==> src/rtl/sys_rx_ctrl.sv <==
// sys_rx_ctrl: command sequencer behind the UART receiver.
//   Decodes received command frames into register-file writes/reads and ALU
//   runs (with ALU clock gating), and returns read/ALU results as bytes
//   through the transmitter valid/busy handshake.
//
// Ports
//   clk, rst_n      system clock, asynchronous active-low reset
//   rx_p_data/rx_d_vld          received byte + one-cycle strobe
//   rf_wr_en/rf_rd_en           register-file write/read strobes (1 cycle)
//   rf_addr/rf_wr_data          register-file address / write data
//   rf_rd_data/rf_rd_vld        register-file read return
//   alu_en/alu_fun              ALU start strobe / function code
//   alu_out/alu_out_vld         ALU result + valid strobe
//   clk_gate_en                 ALU clock-gate enable
//   tx_p_data/tx_d_vld/tx_busy  transmitter handshake
//
// Frames
//   AA addr data        register write
//   BB addr             register read, 1 byte returned
//   CC opa opb fun      opa->addr 0, opb->addr 1, ALU run, 2 bytes returned
//   DD fun              ALU run on current operands, 2 bytes returned
//
// state      | meaning
// -----------+------------------------------------------------------------
// IDLE       | waiting for a command byte
// WR_ADDR    | write frame, waiting for address byte
// WR_DATA    | write frame, waiting for data byte
// RD_ADDR    | read frame, waiting for address byte
// RD_WAIT    | read issued, waiting for rf_rd_vld
// OPA        | ALU frame, waiting for operand A (written to addr 0)
// OPB        | ALU frame, waiting for operand B (written to addr 1)
// FUN        | waiting for ALU function byte
// GATE       | ALU clock enabled, ALU start issued on leaving
// ALU_WAIT   | waiting for alu_out_vld
// TX_BYTE0   | sending result[7:0]
// TX_BYTE1   | sending result[15:8] (or read data)

module sys_rx_ctrl #(
  parameter int         ADDR_W     = 4,
  parameter logic [7:0] CMD_WR     = 8'hAA,
  parameter logic [7:0] CMD_RD     = 8'hBB,
  parameter logic [7:0] CMD_ALU_OP = 8'hCC,
  parameter logic [7:0] CMD_ALU_NO = 8'hDD
) (
  input  logic              clk,
  input  logic              rst_n,
  input  logic [7:0]        rx_p_data,
  input  logic              rx_d_vld,
  output logic              rf_wr_en,
  output logic              rf_rd_en,
  output logic [ADDR_W-1:0] rf_addr,
  output logic [7:0]        rf_wr_data,
  input  logic [7:0]        rf_rd_data,
  input  logic              rf_rd_vld,
  output logic              alu_en,
  output logic [3:0]        alu_fun,
  input  logic [15:0]       alu_out,
  input  logic              alu_out_vld,
  output logic              clk_gate_en,
  output logic [7:0]        tx_p_data,
  output logic              tx_d_vld,
  input  logic              tx_busy
);

  typedef enum logic [3:0] {
    S_IDLE, S_WR_ADDR, S_WR_DATA, S_RD_ADDR, S_RD_WAIT, S_OPA, S_OPB,
    S_FUN, S_GATE, S_ALU_WAIT, S_TX_BYTE0, S_TX_BYTE1
  } state_t;

  state_t              state_q, state_d;
  logic [15:0]         result_q, result_d;
  logic                rf_wr_en_d, rf_rd_en_d, alu_en_d;
  logic [ADDR_W-1:0]   rf_addr_d;
  logic [7:0]          rf_wr_data_d;
  logic [3:0]          alu_fun_d;
  logic                clk_gate_en_d;
  logic [7:0]          tx_p_data_d;
  logic                tx_d_vld_d;

  always_ff @(posedge clk or negedge rst_n) begin
    if (!rst_n) begin
      state_q     <= S_IDLE;
      result_q    <= '0;
      rf_wr_en    <= 1'b0;
      rf_rd_en    <= 1'b0;
      rf_addr     <= '0;
      rf_wr_data  <= '0;
      alu_en      <= 1'b0;
      alu_fun     <= '0;
      clk_gate_en <= 1'b0;
      tx_p_data   <= '0;
      tx_d_vld    <= 1'b0;
    end else begin
      state_q     <= state_d;
      result_q    <= result_d;
      rf_wr_en    <= rf_wr_en_d;
      rf_rd_en    <= rf_rd_en_d;
      rf_addr     <= rf_addr_d;
      rf_wr_data  <= rf_wr_data_d;
      alu_en      <= alu_en_d;
      alu_fun     <= alu_fun_d;
      clk_gate_en <= clk_gate_en_d;
      tx_p_data   <= tx_p_data_d;
      tx_d_vld    <= tx_d_vld_d;
    end
  end

  // Every output is a register; this block computes their next values.
  // Strobes default low, everything else holds.
  always_comb begin
    state_d       = state_q;
    result_d      = result_q;
    rf_wr_en_d    = 1'b0;
    rf_rd_en_d    = 1'b0;
    alu_en_d      = 1'b0;
    rf_addr_d     = rf_addr;
    rf_wr_data_d  = rf_wr_data;
    alu_fun_d     = alu_fun;
    clk_gate_en_d = clk_gate_en;
    tx_p_data_d   = tx_p_data;
    tx_d_vld_d    = tx_d_vld;

    case (state_q)
      S_IDLE: begin
        if (rx_d_vld) begin
          case (rx_p_data)
            CMD_WR:     state_d = S_WR_ADDR;
            CMD_RD:     state_d = S_RD_ADDR;
            CMD_ALU_OP: state_d = S_OPA;
            CMD_ALU_NO: state_d = S_FUN;
            default:    state_d = S_IDLE;
          endcase
        end
      end

      S_WR_ADDR: begin
        if (rx_d_vld) begin
          rf_addr_d = rx_p_data[ADDR_W-1:0];
          state_d   = S_WR_DATA;
        end
      end

      S_WR_DATA: begin
        if (rx_d_vld) begin
          rf_wr_data_d = rx_p_data;
          rf_wr_en_d   = 1'b1;
          state_d      = S_IDLE;
        end
      end

      S_RD_ADDR: begin
        if (rx_d_vld) begin
          rf_addr_d  = rx_p_data[ADDR_W-1:0];
          rf_rd_en_d = 1'b1;
          state_d    = S_RD_WAIT;
        end
      end

      // Read data goes in the upper result byte so the single-byte reply
      // reuses the TX_BYTE1 path.
      S_RD_WAIT: begin
        if (rf_rd_vld) begin
          result_d[15:8] = rf_rd_data;
          state_d        = S_TX_BYTE1;
        end
      end

      S_OPA: begin
        if (rx_d_vld) begin
          rf_addr_d    = '0;
          rf_wr_data_d = rx_p_data;
          rf_wr_en_d   = 1'b1;
          state_d      = S_OPB;
        end
      end

      S_OPB: begin
        if (rx_d_vld) begin
          rf_addr_d    = ADDR_W'(1);
          rf_wr_data_d = rx_p_data;
          rf_wr_en_d   = 1'b1;
          state_d      = S_FUN;
        end
      end

      S_FUN: begin
        if (rx_d_vld) begin
          alu_fun_d     = rx_p_data[3:0];
          clk_gate_en_d = 1'b1;
          state_d       = S_GATE;
        end
      end

      // Clock gate has been open for one cycle; start the ALU now.
      S_GATE: begin
        alu_en_d = 1'b1;
        state_d  = S_ALU_WAIT;
      end

      S_ALU_WAIT: begin
        if (alu_out_vld) begin
          result_d      = alu_out;
          clk_gate_en_d = 1'b0;
          state_d       = S_TX_BYTE0;
        end
      end

      S_TX_BYTE0, S_TX_BYTE1: begin
        if (!tx_d_vld) begin
          if (!tx_busy) begin
            tx_p_data_d = (state_q == S_TX_BYTE0) ? result_q[7:0] : result_q[15:8];
            tx_d_vld_d  = 1'b1;
          end
        end else if (tx_busy) begin
          // Transmitter has taken the byte.
          tx_d_vld_d = 1'b0;
          state_d    = (state_q == S_TX_BYTE0) ? S_TX_BYTE1 : S_IDLE;
        end
      end

      default: state_d = S_IDLE;
    endcase
  end

endmodule

==> config.mk <==
export PLATFORM = sky130hd
export DESIGN_NAME = sys_rx_ctrl
export DESIGN_NICKNAME = d
export VERILOG_FILES = /design/src/rtl/sys_rx_ctrl.sv
export SDC_FILE = /design/constraint.sdc
export NUM_CORES = 1
export LEC_CHECK = 0
export BUFFER_PORTS_ARGS = -buffer_cell sky130_fd_sc_hd__buf_4
export CAP_MARGIN = 40
export CELL_PAD_IN_SITES_DETAIL_PLACEMENT = 0
export CELL_PAD_IN_SITES_GLOBAL_PLACEMENT = 1
export CORE_MARGIN = 2
export CORE_UTILIZATION = 40
export CTS_BUF_LIST = sky130_fd_sc_hd__clkbuf_8
export DETAILED_ROUTE_END_ITERATION = 10
export PLACE_DENSITY = 0.77
export REMOVE_ABC_BUFFERS = 1
export SETUP_SLACK_MARGIN = 0.1
export SYNTH_ARGS = -nofsm -noshare
export SYNTH_HDL_FRONTEND = slang
export SYNTH_SLANG_ARGS = --single-unit
==> constraint.sdc <==
create_clock -name clk -period 2 [get_ports clk]
set_input_delay 0.2 -clock clk [delete_from_list [all_inputs] [get_ports clk]]
set_output_delay 0.2 -clock clk [all_outputs]
set_load 0.02 [all_outputs]
==> flow_summary.json <==
{
  "outcome": "completed",
  "cts_tree": "built",
  "crit_path_end_kind": "register",
  "antenna_cells": 0,
  "drtIter0Drc": 75,
  "die_w_um": 81.9,
  "crit_path_start_kind": "register",
  "worstSkewPairLatency_ns": 0.29,
  "wirelength_um": 5420,
  "io_pins": 67,
  "fin_ws_ns": 0.194,
  "setup_viol": 0,
  "avgSynthCellArea_um2": 11.3,
  "postRouteAntennaNets": 0,
  "yosys-top-cells-area": "dfrtp_1 (51%), mux2_4 (5.6%), mux2_1 (5.6%), mux2i_1 (5.0%), nand2_1 (4.8%)",
  "post-place-ws_ns": 0.188,
  "synth_edf_count": 0,
  "die_h_um": 81.9,
  "grt_antenna_before_repair": 0,
  "synth.distinct_cells": 46,
  "routed_via_density": 5.09,
  "synth-main-ff-cell": "dfrtp_1",
  "clk_pin_slew_ns": 0.08,
  "finClkSkew_ns": 0.00623,
  "async_flop_share": 1.00,
  "first_global_vias": 1872,
  "drc": 0,
  "wl_per_cell_um": 14.8,
  "place_hpwl_um": 3960,
  "initial_core_util": 0.412,
  "vias": 1857,
  "synth_top_area_frac": 0.506,
  "required_ns": 2.18,
  "cp_max_fo": 8,
  "cts_buffer_depth": 2,
  "cts_htree_levels": 2,
  "arrival_ns": 1.99,
  "peakVddDrop_uv": 840,
  "setup-tns-final_ns": 0,
  "die-area_um2": 6700,
  "grt_setup_unrepaired": "no",
  "gr-total-overflow": 0,
  "max_cap_viol_count": 0,
  "hp-class": "in -> reg",
  "synth_common_cells": "dfrtp_1 (49), nand2_1 (31), mux2_1 (12), mux2i_1 (12), o21ai_0 (12)",
  "slew_violations": 0,
  "grt_pass1_wl_um": 8900,
  "syn_to_final_growth_pct": 29.3,
  "gp_congestion": 0.836,
  "drive_gt1_frac": 0.376,
  "period_share": 0.903,
  "cts_sinks": 49,
  "core-area_um2": 5890,
  "grt.total_usage": 0.172,
  "ys_seq_elements": 49,
  "portBuffers": 66,
  "yosys.area.top_type": "dfrtp_1",
  "numCtsBuffers": 5,
  "yosysMostFrequentCell": "dfrtp_1",
  "fp-row-count": 28,
  "grt_start_max_net_pins": 50,
  "ys.warnings.count": 0,
  "p_leak_nw": 1.52,
  "path_class": "reg -> reg",
  "powerDensity_nw_per_um2": 1470,
  "synthesis.instances": 214,
  "fmax_mhz": 554,
  "worst_pin_slew_ns": 0.616,
  "final_nets": 327,
  "drtPass1Iterations": 4,
  "post_cts_buffers": 0,
  "final_hold_viol_count": 0,
  "ys_seq_area_frac": 0.506,
  "maxSlewHeadroom": 0.589,
  "final_util": 0.533,
  "min_period_ns": 1.81,
  "syn_area_um2": 2420,
  "cts_root_buf": "clkbuf_8"
}
layout by cell type (no fill, tap or decap), types with 3 or more instances in the layout:
master,instances
inv_1,8
mux2_1,12
nor2b_1,3
mux2i_1,12
buf_4,77
o21ai_1,9
a21oi_1,4
nand3_1,3
mux2_4,9
nor2_1,7
mux2_2,8
o21ai_0,12
dfrtp_1,48
nand2_1,31
clkbuf_8,5
cell families after synthesis:
| logic type | synth area share |
|---|---|
| simple gates | 0.148 |
| flops | 0.506 |
| mux | 0.198 |
| compound gates | 0.108 |
| buf+inv | 0.0330 |
| xor+xnor | 0.00723 |
metrics by stage:
stage / hold WS [ns] / power (mW) / area (um^2) / instances
finish: 0.123 / 4.61 / 3130 / 365
CTS: 0.112 / 4.65 / 3130 / 365
global placement: 0.257 / 4.05 / 3040 / 356
floorplan: -0.0956 / 3.17 / 2370 / 204
global route: 0.116 / 4.95 / 3130 / 365
detailed placement: 0.263 / 4.08 / 3040 / 356
sequential cells by signal, summed over array words and instances (netlist names):
name,flops
result_q,16
rf_wr_data,8
tx_p_data,8
alu_fun,4
rf_addr,4
state_q,4
alu_en,1
clk_gate_en,1
rf_rd_en,1
rf_wr_en,1
tx_d_vld,1
critical path: stages, from the launching register on:
cell and delay, ns:
dfrtp_1 0.44, buf_4 0.18, and2b_1 0.23, nand2_1 0.10, a21oi_4 0.40, mux2_4 0.34
per-layer routing:
| metal | wire, um | up-vias | global-route usage |
|---|---|---|---|
| met2 | 2690 | 50 | 0.298 |
| met4 | 23 | 0 | 0.0250 |
| li1 | - | 901 | - |
| met1 | 2360 | 903 | 0.216 |
| met3 | 350 | 3 | 0.0495 |
| met5 | 0 | - | 0 |
layout make-up:
cell class                 count  area [um^2]
multi-input combinational    149         1120
clock buffer                   5         68.8
sequential                    49         1230
inverter                       6         22.5
clock inverter                 3         15.0
tap                           75         93.8
timing repair buffer          78          588
fill                         545         2750
where the power goes:
group / switching [mW] / leakage [nW] / total (mW) / internal (mW)
registers: 0.291 / 0.611 / 1.73 / 1.44
clock network: 0.321 / 0.0467 / 0.559 / 0.238
logic: 1.16 / 0.865 / 2.33 / 1.16
total: 1.78 / 1.52 / 4.61 / 2.84
timing repair:
action	4_1_cts	5_1_grt
setup endpoints to repair	0	4
resized for setup	0	1
hold buffers	1	0
endpoints found under the hold margin	49	0
final timing paths:
kind	slack, ns	cells past startpoint	startpoint	to
max in group asynchronous	1.11	2	rst_n	state_q[1]
worst max-delay path	0.19	5	state_q[3]	result_q[9]
worst max register to register	0.19	5	state_q[3]	result_q[9]
min in group asynchronous	0.46	2	rst_n	tx_p_data[3]
worst min register to register	0.49	1	alu_fun[2]	alu_fun[2]
worst min-delay path	0.12	2	tx_busy	tx_d_vld
No activity file was read; power rests on OpenSTA's default activity.
